[src/rtl/nco_quad_if.sv]
// nco_quad control/sample bundle.
// master drives controls, slave returns samples.
interface nco_quad_if #(
  parameter int PHASE_W = 32,
  parameter int OUT_W   = 16
);
  logic                      en;
  logic [PHASE_W-1:0]        freq_word;
  logic                      freq_ld;
  logic [PHASE_W-1:0]        phase_off;
  logic                      sync_clr;
  logic signed [OUT_W-1:0]   sin_out;
  logic signed [OUT_W-1:0]   cos_out;
  logic                      out_valid;
  logic                      wrap;

  modport master (
    output en, freq_word, freq_ld,
    output phase_off, sync_clr,
    input  sin_out, cos_out,
    input  out_valid, wrap
  );

  modport slave (
    input  en, freq_word, freq_ld,
    input  phase_off, sync_clr,
    output sin_out, cos_out,
    output out_valid, wrap
  );
endinterface

[src/rtl/nco_quad.sv]
// Quadrature NCO: 3-stage accumulator/quarter-wave ROM pipeline.
// Optional phase dither under macro NCO_DITHER_EN.
module nco_quad #(
  parameter int PHASE_W = 32,
  parameter int LUT_AW  = 10,
  parameter int OUT_W   = 16
) (
  input  logic        clk,
  input  logic        rst,
  nco_quad_if.slave   bus
);
  localparam int IW = LUT_AW - 2;
  localparam int N  = 2 ** IW;
  localparam real PI = 3.141592653589793;
  localparam logic [OUT_W-2:0] FULL = '1;

  function automatic logic [OUT_W-2:0] rom_val(
    input int k
  );
    real x;
    x = real'((2 ** (OUT_W - 1)) - 1)
      * $sin(2.0 * PI * real'(k) / real'(4 * N));
    return (OUT_W-1)'($rtoi(x + 0.5));
  endfunction

  logic [OUT_W-2:0] w_rom [N];
  for (genvar k = 0; k < N; k++) begin : g_rom
    assign w_rom[k] = rom_val(k);
  end

  logic [PHASE_W-1:0] r_acc;
  logic [PHASE_W-1:0] r_fw;
  logic [PHASE_W:0]   w_sum;
  logic [LUT_AW-1:0]  w_a;
  logic [LUT_AW-1:0]  r_a;
  logic               r_v1;
  logic               r_w1;

  assign w_sum = {1'b0, r_acc} + {1'b0, r_fw};

`ifdef NCO_DITHER_EN
  localparam int DW = PHASE_W - LUT_AW;
  logic [15:0]        r_lfsr;
  logic [PHASE_W-1:0] w_dith;

  always_ff @(posedge clk or negedge rst) begin
    if (!rst) begin
      r_lfsr <= 16'hACE1;
    end else if (bus.en) begin
      r_lfsr <= {r_lfsr[14:0],
                 r_lfsr[15] ^ r_lfsr[13]
               ^ r_lfsr[12] ^ r_lfsr[10]};
    end
  end

  // LFSR MSB lines up with the top sub-address bit
  if (DW == 0) begin : g_nodith
    assign w_dith = '0;
  end else if (DW >= 16) begin : g_wide
    assign w_dith = PHASE_W'(r_lfsr) << (DW - 16);
  end else begin : g_narrow
    assign w_dith = PHASE_W'(r_lfsr >> (16 - DW));
  end

  assign w_a = LUT_AW'((r_acc + bus.phase_off + w_dith)
             >> (PHASE_W - LUT_AW));
`else
  assign w_a = LUT_AW'((r_acc + bus.phase_off)
             >> (PHASE_W - LUT_AW));
`endif

  always_ff @(posedge clk or negedge rst) begin
    if (!rst) begin
      r_acc <= '0;
      r_fw  <= '0;
      r_a   <= '0;
      r_v1  <= 1'b0;
      r_w1  <= 1'b0;
    end else begin
      if (bus.freq_ld) r_fw <= bus.freq_word;
      if (bus.sync_clr) begin
        r_acc <= '0;
      end else if (bus.en) begin
        r_acc <= w_sum[PHASE_W-1:0];
      end
      if (bus.en) begin
        r_a  <= w_a;
        r_w1 <= w_sum[PHASE_W];
      end
      r_v1 <= bus.en;
    end
  end

  // cosine leads sine by one quadrant
  logic [LUT_AW-1:0] w_ac;
  logic [IW-1:0]     w_is;
  logic [IW-1:0]     w_ic;
  logic [IW-1:0]     w_xs;
  logic [IW-1:0]     w_xc;
  logic              w_zs;
  logic              w_zc;

  assign w_ac = r_a + LUT_AW'(N);
  assign w_is = r_a[IW-1:0];
  assign w_ic = w_ac[IW-1:0];
  assign w_xs = r_a[IW]  ? (~w_is + 1'b1) : w_is;
  assign w_xc = w_ac[IW] ? (~w_ic + 1'b1) : w_ic;
  assign w_zs = r_a[IW]  && (w_is == '0);
  assign w_zc = w_ac[IW] && (w_ic == '0);

  logic [OUT_W-2:0] r_ms;
  logic [OUT_W-2:0] r_mc;
  logic             r_ns;
  logic             r_nc;
  logic             r_v2;
  logic             r_w2;

  always_ff @(posedge clk or negedge rst) begin
    if (!rst) begin
      r_ms <= '0;
      r_mc <= '0;
      r_ns <= 1'b0;
      r_nc <= 1'b0;
      r_v2 <= 1'b0;
      r_w2 <= 1'b0;
    end else begin
      r_ms <= w_zs ? FULL : w_rom[w_xs];
      r_mc <= w_zc ? FULL : w_rom[w_xc];
      r_ns <= r_a[IW+1];
      r_nc <= w_ac[IW+1];
      r_v2 <= r_v1;
      r_w2 <= r_v1 & r_w1;
    end
  end

  logic [OUT_W-1:0] w_ps;
  logic [OUT_W-1:0] w_pc;

  assign w_ps = {1'b0, r_ms};
  assign w_pc = {1'b0, r_mc};

  always_ff @(posedge clk or negedge rst) begin
    if (!rst) begin
      bus.sin_out   <= '0;
      bus.cos_out   <= '0;
      bus.out_valid <= 1'b0;
      bus.wrap      <= 1'b0;
    end else begin
      if (r_v2) begin
        bus.sin_out <= r_ns ? -w_ps : w_ps;
        bus.cos_out <= r_nc ? -w_pc : w_pc;
      end
      bus.out_valid <= r_v2;
      bus.wrap      <= r_v2 & r_w2;
    end
  end
endmodule

[src/flat_wrapper.sv]
// flat-port wrapper written by rule: the top's interface ports become plain ports
module nco_quad_flat 
#(
  parameter int PHASE_W = 32,
  parameter int LUT_AW  = 10,
  parameter int OUT_W   = 16
)
  (clk, rst, bus_en, bus_freq_word, bus_freq_ld, bus_phase_off, bus_sync_clr, bus_sin_out, bus_cos_out, bus_out_valid, bus_wrap);
  nco_quad_if #(.PHASE_W(PHASE_W), .OUT_W(OUT_W)) bus_i ();
  input  logic clk;
  input  logic rst;
  input wire logic [$bits(bus_i.en)-1:0] bus_en;
  input wire logic [$bits(bus_i.freq_word)-1:0] bus_freq_word;
  input wire logic [$bits(bus_i.freq_ld)-1:0] bus_freq_ld;
  input wire logic [$bits(bus_i.phase_off)-1:0] bus_phase_off;
  input wire logic [$bits(bus_i.sync_clr)-1:0] bus_sync_clr;
  output wire logic [$bits(bus_i.sin_out)-1:0] bus_sin_out;
  output wire logic [$bits(bus_i.cos_out)-1:0] bus_cos_out;
  output wire logic [$bits(bus_i.out_valid)-1:0] bus_out_valid;
  output wire logic [$bits(bus_i.wrap)-1:0] bus_wrap;
  assign bus_i.en = bus_en;
  assign bus_i.freq_word = bus_freq_word;
  assign bus_i.freq_ld = bus_freq_ld;
  assign bus_i.phase_off = bus_phase_off;
  assign bus_i.sync_clr = bus_sync_clr;
  assign bus_sin_out = bus_i.sin_out;
  assign bus_cos_out = bus_i.cos_out;
  assign bus_out_valid = bus_i.out_valid;
  assign bus_wrap = bus_i.wrap;
  nco_quad #(.PHASE_W(PHASE_W), .LUT_AW(LUT_AW), .OUT_W(OUT_W)) u_core (.clk(clk), .rst(rst), .bus(bus_i));
endmodule
[config.mk]
export PLATFORM = sky130hd
export DESIGN_NAME = nco_quad_flat
export DESIGN_NICKNAME = d
export VERILOG_FILES = /design/src/rtl/nco_quad_if.sv /design/src/rtl/nco_quad.sv /design/src/flat_wrapper.sv
export SDC_FILE = /design/constraint.sdc
export NUM_CORES = 1
export LEC_CHECK = 0
export CAP_MARGIN = 20
export CORE_ASPECT_RATIO = 0.75
export CORE_MARGIN = 4
export CORE_UTILIZATION = 39
export CTS_CLUSTER_DIAMETER = 40
export CTS_CLUSTER_SIZE = 25
export DETAILED_ROUTE_END_ITERATION = 7
export HOLD_SLACK_MARGIN = 0.02
export PLACE_DENSITY = 0.6
export RECOVER_POWER = 25
export SLEW_MARGIN = 0
export SYNTH_ARGS = -nofsm -noshare
export SYNTH_HDL_FRONTEND = slang
export SYNTH_SLANG_ARGS = --single-unit
[constraint.sdc]
create_clock -name clk -period 5.5 [get_ports clk]
set_input_delay 0.825 -clock clk [delete_from_list [all_inputs] [get_ports clk]]
set_output_delay 0.825 -clock clk [all_outputs]
set_load 0.005 [all_outputs]
==> summary.txt <==
DRC errors left: 4
Post-Synthesis Cells: 2203
portion of synthesized cell area occupied by the leading cell type: 0.215
share of the clock period used by the worst path after layout: 0.849
final RePlAce weighted congestion: 1.08
transition time at the pin with the least slew margin: 2.30 ns
setup repair after global routing missed its margin: no
count of cell types in the netlist: 92
Post-Syn Nets: 2378
fraction of layout instances using a drive strength above 1: 0.107
Max Cap Viol: 1
Worst EP required: 5.82 ns
post-CTS setup repair buffer count: 0
Min-Delay Path Class: flip-flop to flip-flop
count of endpoints failing hold in the final timing report: 0
total global routing overflow: 0
largest net degree at the start of global routing: 93
number of synthesized flops with an enable pin: 0
library cell used as clock root buffer: sky130_fd_sc_hd__clkbuf_16
most instantiated library cell after synthesis: sky130_fd_sc_hd__a21oi_1
portion of the post-synthesis area used by sequential elements: 0.215
Critical Path Max Stage Delay: 0.85 ns
Final nets: 2368
total routed wirelength: 83.7 mm
area of the placeable core: 0.0422 sq mm
leading cell types by total area after synthesis: sky130_fd_sc_hd__dfrtp_1, sky130_fd_sc_hd__ha_1, sky130_fd_sc_hd__a21oi_1
library cell with the largest summed area after synthesis: sky130_fd_sc_hd__dfrtp_1
via count normalized by instance count: 7.07
crit path max fanout: 35
Worst path most repeated cell: sky130_fd_sc_hd__buf_4
number of detailed-routing iterations run before antenna repair: 8
remaining antenna violation count after routing: 0
max-slew violation total from the final report: 36
worst setup path class: flip-flop to flip-flop
overall routing resource usage: 0.348
Clock Latency Late Sink: 0.47 ns
outcome: finished with violations
worst rel slew slack: -0.535
floorplan row count: 65
Clock transition at path regs: 0.06 ns
post-route insts no fill: 2777
async set-reset flop share out of synthesis: 1.00
post-route cell area: 0.0189 sq mm
number of placed cells counting well taps: 2742
hold bufs inserted after CTS: 0
Placement Cell Area: 0.0183 sq mm
average wire per standard cell: 30.1 um
Critical Path AT: 4.99 ns
Worst Setup Start Kind: flip-flop
most instantiated cells after synthesis: sky130_fd_sc_hd__a21oi_1, sky130_fd_sc_hd__o21ai_0, sky130_fd_sc_hd__nand2_1, sky130_fd_sc_hd__nor2_1, sky130_fd_sc_hd__dfrtp_1
die area: 0.0464 sq mm
Warnings, synthesis: 0
first-pass GRT wire length: 123 mm
post-route clock skew: 0.0158 ns
number of placed I/O pins: 103
category of the worst setup path capture point: flip-flop
die outline height: 187 um
Total Neg Setup Slack: 0 ns
count of port buffers added during placement: 102
total of cells resized after clock tree synthesis: 0
count of filler cells inserted in the layout: 4311
total clock sinks: 144
violated checks: design-rule violations, max-capacitance violations, max-slew violations
synthesis-stage register bit count: 144
cells traversed along the worst timing path: inv_1, ha_1, nor3b_4, nor3_2, buf_4, nor2_4, buf_4, o22ai_1, a2111oi_0, a221oi_1, o32a_1
die width: 247 um
Netlist Area Pre-Place: 0.0167 sq mm
Starting DRT DRC Count: 3380
final setup fails: 0
Hold WS: 0.392 ns
TritonCTS clock tree: done
average cell area after synthesis: 7.60 sq um
detailed-placement wirelength estimate: 59.2 mm
initial antenna violation count: 3
dominant synthesized flop cell: sky130_fd_sc_hd__dfrtp_1
Clock Tree Buf Depth: 2
Fmax: 214 MHz
H-tree depth: 4
CTS Buf Count: 17
Syn-to-layout area delta: 12.8%
vias in the first global route: 18162
slowest stage cell on the critical path: sky130_fd_sc_hd__a2111oi_0
Starting Density: 0.397
overall via count from detail_route: 19644
post-route minimum period: 4.67 ns
-- sequential cells by signal, indices dropped and copies added (netlist names) --
signal,flops
u_core.r_acc,32
u_core.r_fw,32
u_core.bus.cos_out,16
u_core.bus.sin_out,16
u_core.r_mc,15
u_core.r_ms,15
u_core.r_a,10
u_core.bus.out_valid,1
u_core.bus.wrap,1
u_core.r_nc,1
u_core.r_ns,1
u_core.r_v1,1
u_core.r_v2,1
u_core.r_w1,1
u_core.r_w2,1
-- logic make-up after synthesis --
logic type / share of synthesized area
simple gates: 0.176
buf+inv: 0.0643
xor+xnor: 0.0364
mux: 0.0581
flops: 0.215
compound gates: 0.370
fa+ha+maj: 0.0796
-- critical path: cells and delay by family (launching register included) --
kind | cells | cell delay (ns)
DFF | 1 | 0.46
buffers and inverters | 3 | 0.87
adders and majority gates | 1 | 0.56
and+or+nand+nor | 3 | 1.01
AOI/OAI and AO/OA | 4 | 1.59
-- worst paths after layout --
check,end,slack (ns),depth (start not counted),startpoint
max,u_core.r_ms[2],0.83,11,u_core.r_a[1]
min,u_core.r_v2,0.39,0,u_core.r_v1
max reg2reg,u_core.r_ms[2],0.83,11,u_core.r_a[1]
min reg2reg,u_core.r_v2,0.39,0,u_core.r_v1
max in group asynchronous,u_core.r_v2,4.22,2,rst
min in group asynchronous,u_core.bus.sin_out[10],0.40,1,rst
-- layout by cell type (no fill, tap or decap), drive strengths merged, types with 29 or more instances in the layout --
cell           instances
nor3                  58
dfrtp                144
inv                   37
o211ai                71
ha                   105
nand2                189
buf                   85
xor2                  36
nor2                 183
a211oi                45
a221oi                29
o21ai                206
nand3                 82
mux2                  48
a21oi                204
a31oi                 63
xnor2                 31
clkdlybuf4s50        100
-- layout make-up --
type | instances | area [sq um] | area share
repair buffers | 186 | 1680 | 0.0889
clock buffers | 22 | 464 | 0.0246
diodes | 2 | 5.00 | 0.000265
well taps | 569 | 712 | 0.0377
inverters | 38 | 143 | 0.00755
flip-flops and latches | 144 | 3610 | 0.191
multi-input cells | 1806 | 12200 | 0.645
clock inverters | 10 | 103 | 0.00543
-- routing by layer --
layer	vias up	GRT usage	share of wire
li1	8464	-	-
met1	9472	0.499	0.43
met2	1431	0.455	0.38
met3	271	0.161	0.15
met4	6	0.112	0.039
met5	-	0	0.00048
-- through the flow --
stage,utilization,worst slack [ns]
CTS,0.447,1.11
global route,0.447,0.763
floorplan,-,1.16
detailed placement,0.434,1.14
global placement,0.434,0.846
finish,0.448,0.833
Power is left out: the tool's default activity adds up to more than one toggle a clock period on the data nets, which glitch-free logic cannot reach.
